==> config.mk <==
export PLATFORM = sky130hd
export DESIGN_NAME = mem_arbiter
export DESIGN_NICKNAME = d
export VERILOG_FILES = /design/src/rtl/mem_arbiter.sv
export SDC_FILE = /design/constraint.sdc
export NUM_CORES = 1
export LEC_CHECK = 0
export CAP_MARGIN = 20
export CORE_AREA = 2 2 166 168
export CTS_CLUSTER_DIAMETER = 50
export DETAILED_ROUTE_END_ITERATION = 6
export DIE_AREA = 0 0 168 170
export PLACE_DENSITY = 0.5
export REMOVE_ABC_BUFFERS = 1
export SLEW_MARGIN = 10
export SYNTH_ARGS = -nofsm -noshare
export SYNTH_HDL_FRONTEND = slang
export SYNTH_SLANG_ARGS = --single-unit
export TNS_END_PERCENT = 10
==> constraint.sdc <==
create_clock -name CLK -period 2.7 [get_ports CLK]
set_input_delay 0.54 -clock CLK [delete_from_list [all_inputs] [get_ports CLK]]
set_output_delay 0.54 -clock CLK [all_outputs]
set_load 0.02 [all_outputs]
==> src/rtl/mem_arbiter.sv <==
// mem_arbiter: round-robin sharing of one memory port between two clients, in-order response routing via a tag FIFO
module mem_arbiter #(
  parameter int TAG_DEPTH = 2,
  parameter int OP_WIDTH  = 68
) (
  input  logic                CLK,
  input  logic                RST_N,
  input  logic                c0_put_valid,
  output logic                c0_put_ready,
  input  logic [OP_WIDTH-1:0] c0_put_request,
  input  logic                c0_get_valid,
  output logic                c0_get_ready,
  output logic [OP_WIDTH-1:0] c0_get_response,
  input  logic                c1_put_valid,
  output logic                c1_put_ready,
  input  logic [OP_WIDTH-1:0] c1_put_request,
  input  logic                c1_get_valid,
  output logic                c1_get_ready,
  output logic [OP_WIDTH-1:0] c1_get_response,
  output logic                mem_put_valid,
  input  logic                mem_put_ready,
  output logic [OP_WIDTH-1:0] mem_put_request,
  output logic                mem_get_valid,
  input  logic                mem_get_ready,
  input  logic [OP_WIDTH-1:0] mem_get_response
);
  localparam int PW = TAG_DEPTH > 1 ? $clog2(TAG_DEPTH) : 1;
  localparam int CW = $clog2(TAG_DEPTH + 1);
  logic          tags [TAG_DEPTH];
  logic [PW-1:0] rd_ptr, wr_ptr;
  logic [CW-1:0] count;
  logic          prio;
  logic          head, nonempty, pop, push, can_push, grant, both;
  // response routing: the oldest outstanding tag decides which client sees the memory response
  always_comb begin
    head            = tags[rd_ptr];
    nonempty        = count != '0;
    mem_get_valid   = RST_N && nonempty && (head ? c1_get_valid : c0_get_valid);
    pop             = mem_get_valid && mem_get_ready;
    c0_get_ready    = RST_N && nonempty && !head && mem_get_ready;
    c1_get_ready    = RST_N && nonempty && head && mem_get_ready;
    c0_get_response = mem_get_response;
    c1_get_response = mem_get_response;
  end
  // request arbitration: prio breaks ties, a lone requester always wins; a full FIFO admits only alongside a pop
  always_comb begin
    can_push        = (count < CW'(TAG_DEPTH)) || pop;
    both            = c0_put_valid && c1_put_valid;
    grant           = both ? prio : c1_put_valid;
    mem_put_valid   = RST_N && (c0_put_valid || c1_put_valid) && can_push;
    mem_put_request = grant ? c1_put_request : c0_put_request;
    c0_put_ready    = RST_N && mem_put_ready && can_push && (!c1_put_valid || !prio);
    c1_put_ready    = RST_N && mem_put_ready && can_push && (!c0_put_valid || prio);
    push            = mem_put_valid && mem_put_ready;
  end
  // tag FIFO and round-robin state; priority only flips when there was real contention
  always_ff @(posedge CLK) begin
    if (!RST_N) begin
      rd_ptr <= '0;
      wr_ptr <= '0;
      count  <= '0;
      prio   <= 1'b0;
    end else begin
      if (push) begin
        tags[wr_ptr] <= grant;
        wr_ptr       <= (wr_ptr == PW'(TAG_DEPTH - 1)) ? '0 : wr_ptr + 1'b1;
      end
      if (pop) rd_ptr <= (rd_ptr == PW'(TAG_DEPTH - 1)) ? '0 : rd_ptr + 1'b1;
      count <= count + CW'(push) - CW'(pop);
      if (push && both) prio <= ~grant;
    end
  end
endmodule

* Word level (Yosys, flattened, before mapping) *
Memories as Yosys holds them, arrays and structs flattened. A register that Yosys moved wholly into a read port is not among the register bits.
Cells that the tools add are included.

word-level totals
  register bits after elaboration = 5
  RAM bits = 2
  input bits = 212
  output and inout bits = 210
  word-level logic and storage cells = 46
  memories kept = 1

operators by class
  $add $sub $neg = 4
  magnitude comparators = 1
  multiplexer cells = 10
  bitwise operators = 1
  reduce and logical (&&, ||, !) cells = 25

memory list
  memory  depth  width  read ports  clocked after Yosys merged registers in  write ports  RTL line  source
  tags    2      1      1           1                                        1            29        logic tags [TAG_DEPTH];

operators with widths
  operator                                           count
  2-to-1 mux 68 bit                                  1
  logical AND 1 bit                                  16
  2-to-1 mux 1 bit                                   9
  logical NOT 1 bit                                  4
  logical OR 1 bit                                   4
  adder 1 bit, second input constant                 2
  adder 2 x 1 -> 2 bit                               1
  less-than comparator 2 bit, second input constant  1
  nonzero test 2 bit                                 1
  subtractor 2 x 1 -> 2 bit                          1
  NOT 1 bit                                          1

* Logic depth before layout (Yosys ltp) *
  depth after elaboration = 10
  mapped depth = 9
  mapped depth without buffers = 8

* Worst setup path after synthesis *
Ideal clock, no wire load.

  kind = input -> register
  start = in RST_N
  end = reg count[0]
  setup time = 0.115 ns
  data arrival time = 2.072 ns
  required time = 2.585 ns
  path slack = 0.513 ns
  stages on the path = 8
  buffers on the path = 1
  cell sequence = buf_2 -> o211ai_1 -> a211o_1 -> a21o_2 -> ha_1 -> inv_1 -> ha_1 -> and2_1

on the way
  longest elaborated chain between the ends = 8
  elaborated cells on any way between the ends = 9
  classes of those cells = add/sub (2); reduce/logical (7)

RTL lines
  item                            RTL line  source
  start, declared                 7         input logic RST_N,
  logical AND 1 bit (2 in a row)  38        mem_get_valid = RST_N && nonempty && (head ? c1_get_valid : c0_get_valid);
  logical AND 1 bit               39        pop = mem_get_valid && mem_get_ready;
  logical OR 1 bit                47        can_push = (count < CW'(TAG_DEPTH)) || pop;
  logical AND 1 bit               50        mem_put_valid = RST_N && (c0_put_valid || c1_put_valid) && can_push;
  logical AND 1 bit               54        push = mem_put_valid && mem_put_ready;
  adder 2 x 1 -> 2 bit            69        count <= count + CW'(push) - CW'(pop);
  subtractor 2 x 1 -> 2 bit       69
  end signal, assigned            69
  end, declared                   31        logic [CW-1:0] count;

Parallel ways exist; a longest one is shown, timed or not.
A chain may end at the register's enable or synchronous reset.

* Worst setup path in the final report *
  start = in c0_put_valid
  end = out mem_put_request[6]

on the way
  longest elaborated chain between the ends = 3

RTL lines
  item               RTL line  source
  start, declared    8         input logic c0_put_valid,
  logical AND 1 bit  48        both = c0_put_valid && c1_put_valid;
  2-to-1 mux 1 bit   49        grant = both ? prio : c1_put_valid;
  2-to-1 mux 68 bit  51        mem_put_request = grant ? c1_put_request : c0_put_request;
  end, declared      22        output logic [OP_WIDTH-1:0] mem_put_request,

Every way passes these cells.

==> tab_implementation.tex <==
\begin{tabular}{lr}
\hline
Metric & Value \\
\hline
\multicolumn{2}{l}{\textbf{GRT}} \\
Wire length of the first global-routing pass & 23100 µm \\
Gr ovfl total & 0 \\
Maximum number of pins on one net before global-route repair & 30 \\
Via count of the first global-routing pass & 2500 \\
Initial antenna violation count & 0 \\
Global-route usage over all layers & 0.122 \\
\multicolumn{2}{l}{\textbf{Route}} \\
Detailed-routing iteration count for the pre-antenna-repair pass & 6 \\
DR WL/cell & 26.8 µm \\
ANT nets after route & 0 \\
Iteration-0 DRC count of the detailed router & 106 \\
Via total after detailed routing & 2414 \\
Detail-routed via count per cell & 3.47 \\
Final wirelength & 18700 µm \\
Post-detailed-route DRC marker count & 0 \\
\multicolumn{2}{l}{\textbf{Timing}} \\
Slew Limit Headroom & 0.828 \\
RSZ-0062 raised after global routing & yes \\
Final max-slew violation count & 0 \\
Transition at the pin with the smallest max-transition slack & 0.254 ns \\
Worst Hold Margin & 0.492 ns \\
Number of failing hold endpoints at the final stage & 0 \\
Part of the cycle the worst path needs & 0.985 \\
Fmax & 376 MHz \\
Setup Viol. Count Final & 0 \\
Minimum clock period after layout & 2.66 ns \\
Worst clock skew & 0.000810 ns \\
\multicolumn{2}{l}{\textbf{Place}} \\
Placed instance area & 3940 µm² \\
Number of cells after detailed placement & 693 \\
Number of port buffers & 217 \\
Post-detail-place hpwl & 16900 µm \\
RePlAce Congestion & 0.916 \\
\multicolumn{2}{l}{\textbf{Synthesis}} \\
Basic-gate share of the synthesized area counting and, or, nand and nor cells & 0.0416 \\
Instance count of the mapped netlist & 266 \\
Most frequent cells after synthesis & 136 x buf\_4, 68 x mux2\_2, 10 x nor2\_1, 8 x buf\_2, 6 x dfxtp\_1 \\
Area leader, netlist & buf\_4 \\
Ys Warns & 0 \\
Most frequently used cell type in the post-synthesis netlist & buf\_4 \\
Share of flip-flops with an asynchronous set or reset & 0 \\
Synthesized cell area & 2290 µm² \\
Leading register cell type out of synthesis & dfxtp\_1 \\
Fraction of the mapped netlist area in compound gates & 0.0284 \\
Parity-gate share of the synthesized area counting xor and xnor cells & 0.00766 \\
Largest family of logic cells by synthesized area & buffers and inverters \\
Number of flops mapped to enable cells by yosys & 2 \\
Number of storage elements in the synthesis netlist & 8 \\
Cell types with the largest area share after synthesis & buf\_4 45\%, mux2\_2 33\%, dfxtp\_1 5.3\% \\
Mux share of post-synthesis cell area & 0.358 \\
Share of the synthesized area in the top cell type & 0.446 \\
Average size of a mapped cell & 8.60 µm² \\
Adder-cell share of the synthesized area & 0.0109 \\
Unique masters post-synth & 26 \\
Seq/Total Area, Yosys & 0.0788 \\
\multicolumn{2}{l}{\textbf{Final layout}} \\
Syn-to-layout area delta & 63.1\% \\
Area of the multi-input gates & 1030 µm² \\
Final nets & 571 \\
Filler cells & 3070 \\
Layout Cell Area excl Fill & 3730 µm² \\
ANT cells & 0 \\
Share of cells above drive strength 1 & 0.437 \\
Core utilization of the finished layout & 0.140 \\
Final std cells w/o fill & 696 \\
Area taken by flip-flops and latches & 180 µm² \\
\multicolumn{2}{l}{\textbf{Worst setup path}} \\
Maximum fanout along the worst path & 29 \\
Worst Setup End Kind & primary output \\
Maximum single-stage delay on the critical path & 0.48 ns \\
Startpoint-to-endpoint class of the critical path & input port to primary output \\
CP Data Arrival Time & 2.12 ns \\
Required arrival time at the worst endpoint & 2.16 ns \\
Nature of the critical path startpoint & input port \\
Slowest cell on crit path & clkdlybuf4s50\_1 \\
Number of buffer and inverter stages on the critical path & 3 \\
Chain of cells forming the critical path & clkdlybuf4s50\_1 > nand2b\_1 > nand2\_4 > buf\_12 > mux2\_2 > clkdlybuf4s15\_1 \\
Gate family responsible for the most delay along the worst path & buffers and inverters \\
\multicolumn{2}{l}{\textbf{Die}} \\
Initial cell density of the core & 0.0858 \\
Die footprint & 28600 µm² \\
Die width & 168 µm \\
Total number of placement rows & 60 \\
Placeable core region & 26700 µm² \\
Vertical extent of the die & 170 µm \\
I/O pin total & 422 \\
\multicolumn{2}{l}{\textbf{Flow run}} \\
Max cap viols & 0 \\
\multicolumn{2}{l}{\textbf{Clock network}} \\
Clock sinks & 8 \\
Clock buffer count from CTS & 3 \\
Bufs on Longest Clock Path & 2 \\
Skew-Pair Late Insertion Delay & 0.23 ns \\
Worst-path clk slew & 0.04 ns \\
Hold-fix buffers, CTS & 0 \\
Clk Tree Root Cell & clkbuf\_16 \\
Setup bufs post-CTS & 0 \\
TritonCTS clock tree & yes \\
H-tree Lvls & 1 \\
\multicolumn{2}{l}{\textbf{Hold path}} \\
Worst hold-check path type & flip-flop to flip-flop \\
\multicolumn{2}{l}{\textbf{Power}} \\
Power per cell area & 278 nW/µm² \\
Max rail drop VDD & 120 µV \\
Leakage component of the power & 1.50 nW \\
\multicolumn{2}{l}{\textbf{Status}} \\
Outcome & finished, final reports clean \\
\hline
\end{tabular}
==> cells by family after synthesis <==
logic type / after synthesis
buf+inv: 150
xor+xnor: 2
flops: 8
compound gates: 10
fa+ha+maj: 2
mux: 73
simple gates: 21
==> report_power, final <==
| group | switching (mW) | total [mW] | internal, mW |
|---|---|---|---|
| registers | 0.00764 | 0.140 | 0.133 |
| logic | 0.283 | 0.653 | 0.370 |
| clock network | 0.0537 | 0.244 | 0.191 |
==> through the flow <==
stage / worst slack, ns / TNS (ns) / power (mW)
final: 0.0413 / 0 / 1.04
after floorplan: -0.385 / -26.16 / 0.429
after CTS: -0.0319 / -0.0633 / 1.08
after global routing: -0.0428 / -0.0912 / 1.09
after detailed placement: -0.277 / -14.29 / 0.880
after global placement: -0.282 / -14.24 / 0.881
==> timing repair <==
action	in CTS	in global routing
endpoints found under the setup margin	64	67
gates resized for setup	99	90
cloned	0	0
hold endpoints to repair	0	0
==> cells in the final DEF (no fill, tap or decap), types with 2 or more instances in the layout <==
master	synthesis	layout
nor2_1	10	10
mux2i_2	1	2
buf_12	0	2
a21oi_1	3	3
edfxtp_1	2	2
ha_1	2	2
nand4_1	2	2
dfxtp_1	6	6
nand2_1	4	3
o21ai_0	2	2
dlygate4sd2_1	0	3
mux2i_1	4	3
o211ai_1	2	2
clkbuf_16	0	3
clkdlybuf4s50_1	0	146
mux2_2	68	68
clkbuf_2	1	58
buf_4	136	17
inv_1	5	5
==> final timing paths <==
kind | startpoint | to | slack, ns | cells after the start
max | c0_put_valid | mem_put_request[6] | 0.04 | 6
min | wr_ptr | wr_ptr | 0.49 | 1
max reg2reg | count[1] | count[0] | 0.66 | 8
min reg2reg | wr_ptr | wr_ptr | 0.49 | 1
==> layer usage <==
layer  routed length, µm  vias to the layer above  track usage
met5                 488                        -        0.130
met4                 182                       14       0.0147
met3                5790                       27        0.181
met2                6780                      431        0.151
met1                5430                     1016        0.102
li1                    -                      926            -
==> cell type report <==
class,instances,share of cell area
Clock buffer,3,0.0201
Inverter,5,0.00503
Multi-Input combinational cell,108,0.277
Sequential cell,8,0.0483
Tap cell,341,0.114
Timing Repair Buffer,231,0.535
No activity file was read; power rests on OpenSTA's default activity.
